### config.mk
export PLATFORM = sky130hd
export DESIGN_NAME = bcd_seg_display
export DESIGN_NICKNAME = d
export VERILOG_FILES = /design/src/rtl/bcd_seg_display_pkg.sv /design/src/rtl/bcd_seg_display_seg7_decode.sv /design/src/rtl/bcd_seg_display.sv
export SDC_FILE = /design/constraint.sdc
export NUM_CORES = 1
export LEC_CHECK = 0
export CAP_MARGIN = 0
export CORE_UTILIZATION = 55
export DETAILED_ROUTE_END_ITERATION = 12
export GPL_TIMING_DRIVEN = 0
export HOLD_SLACK_MARGIN = 0.08
export PLACE_DENSITY = 0.86
export SYNTH_ARGS = -nofsm -noshare
export SYNTH_HDL_FRONTEND = slang
export SYNTH_SLANG_ARGS = --single-unit
### constraint.sdc
create_clock -name MAX10_CLK1_50 -period 1.8 [get_ports MAX10_CLK1_50]
set_input_delay 0.36 -clock MAX10_CLK1_50 [delete_from_list [all_inputs] [get_ports MAX10_CLK1_50]]
set_output_delay 0.36 -clock MAX10_CLK1_50 [all_outputs]
set_load 0.02 [all_outputs]
### src/rtl/bcd_seg_display_pkg.sv
// Shared constants for the BCD 7-segment display slice: active-low segment
// patterns, FSM state encoding and the internal BCD digit-count helper.
package bcd_seg_display_pkg;

  localparam logic [7:0] SEG_0     = 8'hC0;
  localparam logic [7:0] SEG_1     = 8'hF9;
  localparam logic [7:0] SEG_2     = 8'hA4;
  localparam logic [7:0] SEG_3     = 8'hB0;
  localparam logic [7:0] SEG_4     = 8'h99;
  localparam logic [7:0] SEG_5     = 8'h92;
  localparam logic [7:0] SEG_6     = 8'h82;
  localparam logic [7:0] SEG_7     = 8'hF8;
  localparam logic [7:0] SEG_8     = 8'h80;
  localparam logic [7:0] SEG_9     = 8'h90;
  localparam logic [7:0] SEG_BLANK = 8'hFF;
  localparam logic [7:0] SEG_DASH  = 8'hBF;

  typedef enum logic [1:0] {
    S_IDLE = 2'd0,
    S_CONV = 2'd1,
    S_UPD  = 2'd2
  } state_t;

  // Number of BCD digits needed to hold 2^width-1.
  function automatic int bcd_digits(input int width);
    return (width + 2) / 3;
  endfunction

endpackage

### src/rtl/bcd_seg_display_seg7_decode.sv
// Combinational BCD digit to active-low {dp,g,f,e,d,c,b,a} pattern.
// Codes 10..15 are not decimal and show as blank.
module seg7_decode
  import bcd_seg_display_pkg::*;
(
  input  logic [3:0] bcd,
  output logic [7:0] seg
);

  always_comb begin
    seg = SEG_BLANK;
    case (bcd)
      4'd0:    seg = SEG_0;
      4'd1:    seg = SEG_1;
      4'd2:    seg = SEG_2;
      4'd3:    seg = SEG_3;
      4'd4:    seg = SEG_4;
      4'd5:    seg = SEG_5;
      4'd6:    seg = SEG_6;
      4'd7:    seg = SEG_7;
      4'd8:    seg = SEG_8;
      4'd9:    seg = SEG_9;
      default: seg = SEG_BLANK;
    endcase
  end

endmodule

### src/rtl/bcd_seg_display.sv
// Sequential binary-to-decimal converter (double-dabble, one bit per clock)
// driving DIGITS active-low 7-segment displays with blanking and overflow dashes.
module bcd_seg_display
  import bcd_seg_display_pkg::*;
#(
  parameter int WIDTH    = 10,
  parameter int DIGITS   = 4,
  parameter int BLANK_LZ = 1
) (
  input  logic                MAX10_CLK1_50,
  input  logic                RESET_N,
  input  logic                START,
  input  logic [WIDTH-1:0]    BIN,
  output logic                BUSY,
  output logic                DONE,
  output logic                OVERFLOW,
  output logic [8*DIGITS-1:0] HEX,
  output state_t              dbg_state
);

  localparam int IDIG = bcd_digits(WIDTH);
  localparam int CW   = $clog2(WIDTH + 1);

  // Handshake: START is accepted on any rising edge where the FSM is idle,
  // and BIN is captured on that same edge. BUSY is high while converting,
  // DONE pulses one cycle with HEX/OVERFLOW already holding the new result,
  // and START seen while BUSY is dropped rather than queued.

  state_t              state, state_nx;
  logic [WIDTH-1:0]    shreg;
  logic [4*IDIG-1:0]   bcd, bcd_adj;
  logic [CW-1:0]       cnt;
  logic                last_shift;
  logic                load, shift_en, upd;
  logic                ovf_nx;
  logic [8*DIGITS-1:0] hex_nx;
  logic [3:0]          disp [DIGITS];
  logic [7:0]          seg  [DIGITS];

  assign last_shift = (cnt == CW'(WIDTH - 1));
  assign dbg_state  = state;

  always_ff @(posedge MAX10_CLK1_50 or negedge RESET_N) begin
    if (!RESET_N) state <= S_IDLE;
    else          state <= state_nx;
  end

  always_comb begin
    state_nx = state;
    case (state)
      S_IDLE:  if (START) state_nx = S_CONV;
      S_CONV:  if (last_shift) state_nx = S_UPD;
      S_UPD:   state_nx = S_IDLE;
      default: state_nx = S_IDLE;
    endcase
  end

  always_comb begin
    BUSY     = (state != S_IDLE);
    load     = (state == S_IDLE) && START;
    shift_en = (state == S_CONV);
    upd      = (state == S_UPD);
  end

  always_comb begin
    bcd_adj = bcd;
    for (int i = 0; i < IDIG; i++) begin
      if (bcd[4*i +: 4] >= 4'd5) bcd_adj[4*i +: 4] = bcd[4*i +: 4] + 4'd3;
    end
  end

  always_ff @(posedge MAX10_CLK1_50 or negedge RESET_N) begin
    if (!RESET_N) begin
      shreg <= '0;
      bcd   <= '0;
      cnt   <= '0;
    end else if (load) begin
      shreg <= BIN;
      bcd   <= '0;
      cnt   <= '0;
    end else if (shift_en) begin
      bcd   <= {bcd_adj[4*IDIG-2:0], shreg[WIDTH-1]};
      shreg <= shreg << 1;
      cnt   <= cnt + 1'b1;
    end
  end

  // Digits above the internal BCD width can only ever be zero.
  for (genvar k = 0; k < DIGITS; k++) begin : g_digit
    if (k < IDIG) begin : g_real
      assign disp[k] = bcd[4*k +: 4];
    end else begin : g_pad
      assign disp[k] = 4'd0;
    end
    seg7_decode u_dec (
      .bcd (disp[k]),
      .seg (seg[k])
    );
  end

  always_comb begin
    ovf_nx = 1'b0;
    for (int i = 0; i < IDIG; i++) begin
      if (i >= DIGITS && bcd[4*i +: 4] != 4'd0) ovf_nx = 1'b1;
    end
  end

  // Scan from the top digit down; lz stays set while every digit so far is zero.
  always_comb begin
    logic lz;
    lz     = 1'b1;
    hex_nx = '1;
    for (int k = DIGITS - 1; k >= 0; k--) begin
      lz = lz && (disp[k] == 4'd0);
      if (ovf_nx)                              hex_nx[8*k +: 8] = SEG_DASH;
      else if (BLANK_LZ != 0 && k > 0 && lz)   hex_nx[8*k +: 8] = SEG_BLANK;
      else                                     hex_nx[8*k +: 8] = seg[k];
    end
  end

  always_ff @(posedge MAX10_CLK1_50 or negedge RESET_N) begin
    if (!RESET_N) begin
      DONE     <= 1'b0;
      OVERFLOW <= 1'b0;
      HEX      <= '1;
    end else begin
      DONE <= upd;
      if (upd) begin
        OVERFLOW <= ovf_nx;
        HEX      <= hex_nx;
      end
    end
  end

endmodule

* After elaboration in Yosys (flattened, before gate mapping)
Memories as Yosys holds them, arrays and structs flattened. A register that Yosys moved wholly into a read port is not among the register bits.
Index checks and enable logic that the tools add are counted.
W data, S select, Z words.
** Word-level totals
- Register bits after elaboration :: 65
- Latch bits :: 0
- Memory bits (writable) :: 0
- Memory bits (read-only) :: 448
- Bits of input ports :: 13
- Output and inout port bits :: 37
- Word-level logic and storage cells :: 51
- Memories :: 4
** Operators by class
- Add/subtract/negate cells :: 5
- Multipliers :: 0
- Divide/modulo/power cells :: 0
- $lt $le $gt $ge :: 4
- Eq/ne operators :: 5
- Shift operators :: 0
- Multiplexer cells :: 16
- Bitwise operators :: 0
- Reductions and logical operators :: 11
** Memories
- (name not given) :: depth 16, bits a word 7, rd ports 1, clocked after Yosys merged registers in 1, write ports 0, line bcd_seg_display_seg7_decode.sv:12 : case (bcd)
- (name not given) :: depth 16, bits a word 7, rd ports 1, clocked after Yosys merged registers in 0, write ports 0, line bcd_seg_display_seg7_decode.sv:12
- (name not given) :: depth 16, bits a word 7, rd ports 1, clocked after Yosys merged registers in 0, write ports 0, line bcd_seg_display_seg7_decode.sv:12
- (name not given) :: depth 16, bits a word 7, rd ports 1, clocked after Yosys merged registers in 0, write ports 0, line bcd_seg_display_seg7_decode.sv:12
** Operators by type and width (count)
- $mux W16 :: 2
- $mux W8 :: 3
- $mux W10 :: 2
- $mux W4 :: 5
- $ge A4 B3 Y1 const B :: 4
- $add A4 B2 Y4 const B :: 3
- $logic_not A4 Y1 :: 3
- $add A4 B1 Y4 const B :: 1
- $eq A4 B4 Y1 const B :: 1
- $mux W2 :: 2
- $ne A2 B2 Y1 const B :: 2
- $pmux W2 S2 :: 1
- $reduce_bool A2 Y1 :: 2
- $add A3 B2 Y3 const B :: 1
- $logic_and A1 B1 Y1 :: 3
- $mux W3 :: 1
- $eq A2 B1 Y1 const B :: 1
- $eq A2 B2 Y1 const B :: 1
- $logic_not A2 Y1 :: 1
- $reduce_and A2 Y1 :: 1
- $logic_not A1 Y1 :: 1

* Logic depth before layout (Yosys ltp)
Gate-level depths: netlist of the first run.
- Depth in word-level cells :: 4
- Gate-level depth with buffers :: 6
- Depth with buffers taken out :: 6

* Cells and area by module
Synthesis of the first run repeated with hierarchy kept, for this count alone.
** Unflattened totals
- Cells, all modules :: 453
- Area total of the unflattened synthesis :: 4101.4 sq um
** Modules (own cells, without submodules)
- bcd_seg_display :: times used 1, cells each 313, area an instance 3215.6 sq um, seq. area each 1666.6 sq um
- seg7_decode :: times used 4, cells each 35, area an instance 221.5 sq um, seq. area each 0.0 sq um

* Least setup slack after synthesis of the first run
Ideal clock, no wire load.
- Path type :: reg-to-reg
- From :: register bcd[12]
- To :: register HEX[13]
- Setup time :: 0.060 ns
- Arrival time :: 1.630 ns
- Data required time :: 1.740 ns
- Setup slack :: 0.110 ns
- Cell stages (with the launch flop) :: 7
- Path buffers :: 0
- Period minus slack after synthesis :: 1.690 ns
- Path through :: dfrtp_1 -> inv_1 -> ha_1 -> nand4bb_1 -> or2_4 -> a2111oi_4 -> a211o_1
** Between the ends
- Word-level cells in the longest chain between the ends :: 4
** Ends and longest elaborated chain
- start: declaration :: line bcd_seg_display.sv:31 : logic [4*IDIG-1:0] bcd, bcd_adj;
- start signal: assignment :: line bcd_seg_display.sv:82 : bcd <= {bcd_adj[4*IDIG-2:0], shreg[WIDTH-1]};
- $logic_not A4 Y1 :: line bcd_seg_display.sv:114 : lz = lz && (disp[k] == 4'd0);
- $logic_and A1 B1 Y1 (2 in a row) :: line bcd_seg_display.sv:114
- $mux W8 :: line bcd_seg_display.sv:116 : else if (BLANK_LZ != 0 && k > 0 && lz) hex_nx[8*k +: 8] = SEG_BLANK;
- end signal: assignment :: line bcd_seg_display.sv:130 : HEX <= hex_nx;
- end: declaration :: line bcd_seg_display.sv:17 : output logic [8*DIGITS-1:0] HEX,
Every way passes these cells.
A chain may end at the register's enable or synchronous reset.

* Worst setup path in the final report of the first run
Same ends and word-level chain as after synthesis.

==> impl_metrics.yaml, run 1 <==
cts:
  clockBufferDepth: 2
  clk_pin_slew_ps: 70
  cts_buffers: 9
  cts_sinks: 61
  h-tree-depth: 3
  tritoncts: "built"
  cts_root_buf: "clkbuf_8"
  clkLatencyLatePin_ps: 350
timing:
  finalHoldViolCount: 0
  rsz0062_at_grt: "false"
  finalClockSkew_ps: 5.51
  fmax_mhz: 567
  setup_viol: 0
  relSlewSlack_pct: 63.1
  finalCriticalPeriod_ps: 1760
  setup_ws_ps: 37.5
  worst_slew_pin_slew_ps: 554
  drv_slew: 0
  whs_ps: 474
  fin_crit_sh_pct: 97.9
  finalSetupTns_ps: 0
synthesis:
  synth_enable_flop_cells: 0
  synthDistinctLibCells: 45
  async_reset_ff_share_pct: 100
  synth-adder-area-share_pct: 7.90
  yosysTopAreaCellShare_pct: 23.7
  synth_largest_area_cell: "dfrtp_1"
  synthTopCellsByArea: "dfrtp_1, dfstp_2, ha_1"
  yosysMostFrequentCell: "o21ai_0"
  synthMuxAreaShare_pct: 1.51
  synth_top_family_by_area: "compound AO/OA/AOI/OAI gates"
  synth_seq_area_share_pct: 44.8
  synthCells: 375
  synth-seq-cells: 61
  ys_warn_count: 0
  ys.flop_type: "dfrtp_1"
  yosys.area_share.xor_xnor_pct: 1.76
  synthTopCellsByCount: "o21ai_0, nand2_1, a21oi_1"
  yosys.area_share.simple_pct: 13.9
  synth_area_um2: 3480
  avgSynthCellArea_um2: 9.29
  synth-compound-area-share_pct: 23.7
setup_path:
  r2r-start: "bcd[12]"
  critPathSlowestCell: "dfrtp_2"
  path_class: "flip-flop to flip-flop"
  critPathArrivalTime_ps: 2060
  crit_path_cell_trace: "inv_2 > ha_4 > nand4bb_4 > or2_4 > a2111oi_4 > a211o_1"
  startpoint: "bcd[12]"
  worstPathMaxFanout: 7
  path_buf_inv: 1
  path_delay_family: "compound AO/OA/AOI/OAI gates"
  startpoint_type: "flip-flop"
  cp.required_ps: 2100
  cpPeakStageDelay_ps: 460
  worst_setup_path_end_kind: "flip-flop"
detailed_routing:
  wl_per_cell_um: 16.3
  drt_iter0_markers: 190
  post_drt_via_cell_ratio: 5.86
  vias: 3037
  dr.pass1.iters: 5
  drc: 0
  antenna_left: 0
  routed_wl_mm: 8.42
min_path:
  hold_class: "flip-flop to flip-flop"
  hp-start: "HEX[1]"
floorplan:
  core_area_um2: 6030
  dieArea_um2: 6660
  fp-row-count: 28
  start_util_pct: 57.8
  die_h_um: 81.6
  boundaryPins: 50
  die_w_um: 81.6
global_routing:
  antenna_found_initial: 0
  grt_pass1_vias: 2914
  grt_max_degree: 38
  grt_use_total_pct: 27.5
  overflow: 0
  grt_pass1_wl_mm: 13.8
place:
  portBuffers: 44
  preCtsSetupSlack_ps: -335
  postPlaceCellArea_um2: 4040
  hpwl_mm: 5.59
  place.gp.congestion: 0.860
finish:
  syn_to_final_growth_pct: 24.2
  antenna_cells: 0
  drive_above_1_share_pct: 19.6
  stdcell_area_um2: 4330
  fin_nets: 473
power_and_ir_drop:
  power-per-cell-area_nw_per_um2: 1890
  peakVddDrop_mv: 0.958
  p_leak_uw: 0.00190
  p_total_uw: 8190
flow_run:
  drv_cap: 0
outcome:
  status: "completed"
## final cells by class
type                    instances  area (um2)
inverters                      18        67.6
multi-input cells             269        1790
fillers                       464        1700
repair buffers                 50         460
clock inverters                 1        5.00
clock buffers                  15         176
well taps                      75        93.8
plain buffers                  29         166
flip-flops and latches         61        1570
## metrics by stage
stage          cells  utilization [%]
2_1_floorplan    378                -
3_3_place_gp     497             66.9
3_5_place_dp     498             67.1
4_1_cts          516             70.8
5_1_grt          518             71.8
6_report         518             71.8
## power breakdown
group | switching, uW | internal (uW)
Sequential | 520 | 2150
Combinational | 2490 | 1880
Clock | 528 | 612
Total | 3540 | 4650
## tightest hold or removal path: cells and delay by family, from the launching register on
kind / cells / cell delay, ps
AOI/OAI and AO/OA: 1 / 60
DFF: 1 / 370
and+or+nand+nor: 1 / 50
## layer usage
layer | vias to the layer above | wire length (um) | track usage, % | share of wire (%)
li1 | 1435 | - | - | -
met1 | 1466 | 3750 | 37.1 | 45
met2 | 120 | 4070 | 44.0 | 48
met3 | 16 | 412 | 4.78 | 4.9
met4 | 0 | 184 | 10.9 | 2.2
met5 | - | 0 | 0 | 0
## cell usage in the layout, fill, tap and decap left out, drive strengths merged, types with 2 or more instances in the layout
| cell type | n |
|---|---|
| a211oi | 2 |
| a21o | 2 |
| a21oi | 34 |
| a22o | 4 |
| a22oi | 10 |
| and3 | 3 |
| buf | 22 |
| clkbuf | 29 |
| clkdlybuf4s50 | 13 |
| conb | 5 |
| dfrtp | 33 |
| dfstp | 28 |
| dlygate4sd2 | 29 |
| ha | 22 |
| inv | 18 |
| mux2 | 2 |
| mux2i | 3 |
| nand2 | 36 |
| nand2b | 8 |
| nand3 | 7 |
| nor2 | 14 |
| nor2b | 12 |
| nor3 | 8 |
| nor3b | 2 |
| o21ai | 51 |
| o21bai | 2 |
| o22a | 13 |
| o311ai | 4 |
| o31ai | 4 |
| or2 | 3 |
| xnor2 | 6 |
## logic make-up after synthesis
group	after synthesis
xor gates and xnor gates	7
DFF	61
other	2
AOI/OAI and AO/OA	132
buffers and inverters	48
and+or+nand+nor	98
adders and majority gates	22
muxes	5
## state kept, by name, summed over array words and instances (netlist names)
name and count:
shreg 10, DONE 1, dbg_state 2, bcd 16, cnt 4, HEX 28
## repair_timing
| action | in CTS | in global routing |
|---|---|---|
| setup buffers | 1 | 3 |
| pin swaps | 1 | 1 |
| endpoints found under the setup margin | 38 | 11 |
| gates resized for setup | 54 | 11 |
| hold buffers | 1 | 0 |
| endpoints found under the hold margin | 2 | 0 |
## worst paths after layout
kind	slack, ps	depth (start not counted)	to
setup reg to reg	40	6	HEX[13]
max in group asynchronous	620	3	HEX[4]
min in group asynchronous	540	2	bcd[11]
setup / recovery	40	6	HEX[13]
hold reg to reg	470	2	HEX[1]
hold / removal	470	2	HEX[1]
No activity file was read; power rests on OpenSTA's default activity.
==> run 2, diff against run 1 <==
--- a/config.mk
+++ b/config.mk
@@ -7,10 +7,12 @@
 export LEC_CHECK = 0
 export CAP_MARGIN = 0
 export CORE_UTILIZATION = 55
+export CTS_CLUSTER_SIZE = 20
 export DETAILED_ROUTE_END_ITERATION = 12
 export GPL_TIMING_DRIVEN = 0
 export HOLD_SLACK_MARGIN = 0.08
 export PLACE_DENSITY = 0.86
+export REMOVE_ABC_BUFFERS = 1
 export SYNTH_ARGS = -nofsm -noshare
 export SYNTH_HDL_FRONTEND = slang
 export SYNTH_SLANG_ARGS = --single-unit
==> impl_metrics.yaml, run 2 (synthesis results as in run 1) <==
outcome:
  status: "complete, but fails checks"
  violations: "setup timing"
setup_path:
  reg2reg_depth: 6
  r2r_end: "HEX[9]"
  crit_end: "HEX[9]"
  crit_path_cell_trace: "inv_4 > ha_4 > or3b_4 > nor3_4 > nand3b_1 > o22a_1"
  path_class: "flip-flop to flip-flop"
  cp_num_cells: 6
  r2r-start: "bcd[4]"
  cp.required_ps: 2100
  path_delay_family: "simple AND/OR/NAND/NOR gates"
  critPathArrivalTime_ps: 2110
  rrSetupSlack_ps: -10
  cpPeakStageDelay_ps: 470
  worstPathMaxFanout: 5
  startpoint_type: "flip-flop"
  critPathSlowestCell: "dfrtp_2"
  startpoint: "bcd[4]"
  worst_setup_path_end_kind: "flip-flop"
  path_buf_inv: 1
floorplan:
  dieArea_um2: 6660
  die_h_um: 81.6
  die_w_um: 81.6
  fp-row-count: 28
  start_util_pct: 57.8
  boundaryPins: 50
  core_area_um2: 6030
finish:
  n_fill_cell: 443
  largest_reg_flops: 28
  layout_common_cells: "o21ai_0, nand2_1, a21oi_1"
  utilization_pct: 70.9
  final_common_cell: "o21ai_0"
  fin_nets: 452
  largest_registers: "HEX x28, bcd x16, shreg x10"
  antenna_cells: 0
  syn_to_final_growth_pct: 22.7
  drive_above_1_share_pct: 21.8
  top_register: "HEX"
  stdcell_area_um2: 4270
  layoutNonFillerInstCount: 497
power_and_ir_drop:
  p_leak_uw: 0.00188
  power-per-cell-area_nw_per_um2: 1900
  peakVddDrop_mv: 1.04
cts:
  cts_sinks: 61
  clockBufferDepth: 2
  clkLatencyLatePin_ps: 350
  cts_root_buf: "clkbuf_8"
  cts_hold_buf: 0
  cts_buffers: 9
  clk_pin_slew_ps: 70
  h-tree-depth: 3
  tritoncts: "built"
timing:
  setup_ws_ps: -14.8
  finalSetupTns_ps: -14.8
  finalCriticalPeriod_ps: 1810
  whs_ps: 75.9
  setup_viol: 1
  finalClockSkew_ps: 7.28
  finalHoldViolCount: 0
  drv_slew: 0
  worst_slew_pin_slew_ps: 757
  fmax_mhz: 551
  relSlewSlack_pct: 49.5
  fin_crit_sh_pct: 101
global_routing:
  grt_max_degree: 34
  grt_use_total_pct: 24.8
  antenna_found_initial: 0
  overflow: 0
  grt_pass1_wl_mm: 12.5
  grt_pass1_vias: 2649
detailed_routing:
  drt_iter0_markers: 203
  routed_wl_mm: 7.75
  post_drt_via_cell_ratio: 5.78
  vias: 2872
  antenna_left: 0
  dr.pass1.iters: 4
  drc: 0
  wl_per_cell_um: 15.6
place:
  post-place-cells: 468
  postPlaceCellArea_um2: 3900
  hpwl_mm: 4.66
  portBuffers: 44
  place.gp.congestion: 0.840
min_path:
  hold_class: "input port to asynchronous set/reset pin"
flow_run:
  drv_cap: 0
## run 2: worst reg2reg max path: stages (launching register included)
cell and delay [ps]:
dfrtp_2 470, inv_4 90, ha_4 160, or3b_4 400, nor3_4 250, nand3b_1 210, o22a_1 180
## run 2: how the worst min path moves through the flow
stage          endpoint  slack, ps  cells after the start
2_1_floorplan      DONE         60                      0
5_1_grt            DONE        140                      1
6_report           DONE         80                      1
4_1_cts            DONE        100                      1
3_5_place_dp       DONE        470                      1
3_3_place_gp    HEX[14]        460                      2
## run 2: through the flow
| stage | power, uW | worst slack (ps) |
|---|---|---|
| 6_report | 8130 | -14.8 |
| 5_1_grt | 8730 | -51.9 |
| 2_1_floorplan | 5340 | -515 |
| 3_5_place_dp | 6610 | -1180 |
| 4_1_cts | 7910 | 1.95 |
| 3_3_place_gp | 6410 | -1490 |
## run 2: what timing repair did
item                       CTS  global route
setup endpoints to repair   75            49
resized for setup           48            21
setup buffers                4             8
pin swaps                    0             3
cloned                       1             0
## run 2: layout make-up
class / instances / area [um2] / share of cell area (%)
tap: 75 / 93.8 / 2.20
multi-input combinational: 269 / 1820 / 42.5
timing repair buffer: 57 / 507 / 11.9
clock buffer: 10 / 138 / 3.22
timing repair inverter: 1 / 7.51 / 0.176
clock inverter: 6 / 62.6 / 1.46
inverter: 18 / 73.8 / 1.73
sequential: 61 / 1580 / 36.9
## run 2: where the power goes
group / total [uW] / switching [uW] / leakage [uW] / internal [uW]
clock network: 1240 / 570 / 0.0000943 / 671
logic: 3960 / 2140 / 0.00109 / 1820
registers: 2930 / 777 / 0.000697 / 2150
total: 8130 / 3480 / 0.00188 / 4650
## run 2: metal layers
metal  share of wire, %  vias to the layer above  global-route usage (%)
met5                  0                        -                       0
met4                2.0                        0                    10.5
met3                3.6                       16                    5.89
met2                 50                       72                    40.2
met1                 44                     1396                    31.8
li1                   -                     1388                       -
==> patch: new RTL, flow settings as in run 2 <==
The output `DONE` loses its register stage (`DONE` becomes a continuous assignment). Comments in the files are not updated.
--- a/src/rtl/bcd_seg_display.sv
+++ b/src/rtl/bcd_seg_display.sv
@@ -120,11 +120,9 @@
 
   always_ff @(posedge MAX10_CLK1_50 or negedge RESET_N) begin
     if (!RESET_N) begin
-      DONE     <= 1'b0;
       OVERFLOW <= 1'b0;
       HEX      <= '1;
     end else begin
-      DONE <= upd;
       if (upd) begin
         OVERFLOW <= ovf_nx;
         HEX      <= hex_nx;
@@ -132,5 +130,7 @@
     end
   end
 
+  assign DONE = upd;
+
 endmodule
 
Check against the original RTL: no difference found for any inputs over 10 cycles, from zero or initial values and one cycle with RESET_N low; that may be too few to reach the edited logic, so the function may still have changed.
==> patch against run 2 <==
  * Design area fell by 0.53%
  * Routed wire length rose by 4.9%
  * Sequential cell count fell by 1
  * Critical path type is now register to output port
  * Synthesized area fell by 0.72%
  * Setup slack improved by 0.077 ns
  * Hold slack improved by 0.40 ns
  * Global-route usage rose by 1.9 points
  * Via count rose by 3.1%
  * Power fell by 1.0%
==> patch: results (changes against run 2) <==
| Metric | Value |
|---|---|
| Worst reg2reg startpoint | bcd[4] |
| Run status | finished, final reports clean |
| Clock edge transition at the registers on the reported setup and hold paths | 0.06 ns |
| Class of the tightest hold or removal check | register to register |
| Fraction of layout instances using a drive strength above 1 | 21.6% (-0.20 points) |
| Fraction of registers with async set or reset after synthesis | 100% (unchanged) |
| Number of failing setup endpoints in the final timing report | 0 (-1) |
| Worst-case hold path end point | HEX[18] |
| WP data arrival | 1.38 ns (-0.73 ns) |
| Count of input and output buffers | 44 (unchanged) |
| Area contributors post-synth | sky130_fd_sc_hd__dfrtp_1, sky130_fd_sc_hd__dfstp_2, sky130_fd_sc_hd__ha_1, sky130_fd_sc_hd__o21ai_0, sky130_fd_sc_hd__a21oi_1 |
| Maximum root-to-sink buffer count | 2 (unchanged) |
| Floorplan core area | 5990 sq um (-0.58%) |
| Vias per Instance | 5.91 (+2.3%) |
| Final Wtd Congestion | 0.845 (+0.55%) |
| Setup slack on the worst flop-to-flop path | 0.08 ns (+0.09 ns) |
| CTS buffer count | 9 (unchanged) |
| RR Endpoint | HEX[10] |
| Peak ir drop on the vdd network | 0.886 mV (-15%) |
| Later-pin clock latency in the skew report | 0.35 ns (about the same) |
| Master of the slowest instance on the critical path | sky130_fd_sc_hd__dfrtp_4 |
| Worst clock skew | 0.00707 ns (-0.000211 ns) |
| CP max stage delay | 0.51 ns (+0.04 ns) |
| Global-route wire length before repair | 13.2 mm (+5.3%) |
| Initial antenna violation count | 0 (unchanged) |
| Post-Route WL | 8.12 mm (+4.9%) |
| Maximum level of the CTS H-tree | 3 (unchanged) |
| Synth unique cells | 45 (unchanged) |
| Count of TritonRoute iterations in the first routing pass | 4 (unchanged) |
| Clock root buffer | sky130_fd_sc_hd__clkbuf_8 |
| Registers with the most flip-flops | HEX (28), bcd (16), shreg (10) |
| Fillcell total | 448 (+1.1%) |
| Number of inserted diodes | 0 (unchanged) |
| Part of the Yosys area used for sequential elements | 44.4% (-0.40 points) |
| DP Area | 3880 sq um (-0.45%) |
| Pin count of the biggest net entering global routing | 39 (+15%) |
| Synth top cells by count | sky130_fd_sc_hd__o21ai_0, sky130_fd_sc_hd__nand2_1, sky130_fd_sc_hd__a21oi_1 |
| Via count of the first global-routing pass | 2,753 (+3.9%) |
| Headroom to the max-slew limit | 51.6% (+2.1 points) |
| Start point of the worst hold path | HEX[18] |
| Initial DRC Count | 198 (-2.5%) |
| Number of warning messages in the yosys log | 0 (unchanged) |
| Critical path fanouts, max | 4 (-1) |
| Final nets | 456 (+0.88%) |
| Count of cells along the worst register-to-register path | 6 (unchanged) |
| Hpwl dp | 4.79 mm (+2.6%) |
| Flip-flop cell with the highest count after synthesis | sky130_fd_sc_hd__dfrtp_1 |
| Total track usage | 26.8% (+1.9 points) |
| Lkg Pwr | 0.00186 uW (-1.1%) |
| Instance count along the most critical hold path | 2 |
==> patch: repair_timing <==
item | CTS | global route
gates cloned | 2 | 0
setup buffers | 7 | 7
hold endpoints to repair | 4 | 0
hold buffers | 1 | 0
resized for setup | 51 | 17
pin swaps | 0 | 2
endpoints found under the setup margin | 75 | 24
==> patch: area by class of cell <==
type	instances	area, sq um	share of cell area (%)
clock buffers	15	176	4.15
multi-input cells	270	1810	42.6
clock inverters	1	5.00	0.118
repair inverters	1	7.51	0.177
repair buffers	61	537	12.6
flip-flops and latches	60	1550	36.4
well taps	75	93.8	2.21
inverters	18	73.8	1.74
==> patch: critical path, delay by kind of cell (launching register included) <==
kind	cells	cell delay, ns
buffers and inverters	2	0.42
AND/OR/NAND/NOR	1	0.10
flip-flops	1	0.51
==> patch: report_power, final <==
| group | internal (uW) | switching [uW] |
|---|---|---|
| registers | 2130 | 771 |
| logic | 1840 | 2180 |
| clock network | 612 | 508 |
==> patch: kinds of logic (layout without fill, tap and decap cells) <==
group | count (synthesis) | in the layout | synth area share, %
other | 2 | 5 | 0.217
adder cells (fa/ha/maj) | 22 | 22 | 7.96
multiplexers | 5 | 5 | 1.52
AO/OA/AOI/OAI | 132 | 132 | 23.8
buffers and inverters | 48 | 96 | 6.22
AND/OR/NAND/NOR | 98 | 99 | 14.0
XOR/XNOR | 7 | 7 | 1.77
flip-flops | 60 | 60 | 44.4
==> patch: metal layers <==
layer / share of wire [%] / global-route usage [%] / vias up / routed length (um)
li1: - / - / 1403 / -
met2: 49 / 43.6 / 115 / 4010
met5: 0 / 0 / - / 0
met3: 5.6 / 6.63 / 21 / 453
met4: 2.6 / 11.4 / 0 / 208
met1: 43 / 33.6 / 1422 / 3450
==> patch: through the flow <==
step	setup slack, ns	cells	hold WS, ns
global placement	-1.48	466	0.464
detailed placement	-1.57	468	0.365
global route	-0.0128	501	0.495
CTS	0.00537	494	0.475
floorplan	-0.660	347	0.0644
finish	0.0626	501	0.475
==> patch: worst max path at each step <==
stage,slack (ns),start,cells past startpoint,endpoint
6_report,0.06,dbg_state[1],3,DONE
5_1_grt,-0.01,bcd[9],6,bcd[12]
4_1_cts,0.005,dbg_state[0],2,BUSY
3_5_place_dp,-1.57,dbg_state[1],3,DONE
3_3_place_gp,-1.48,dbg_state[1],3,DONE
2_1_floorplan,-0.66,dbg_state[1],4,HEX[24]
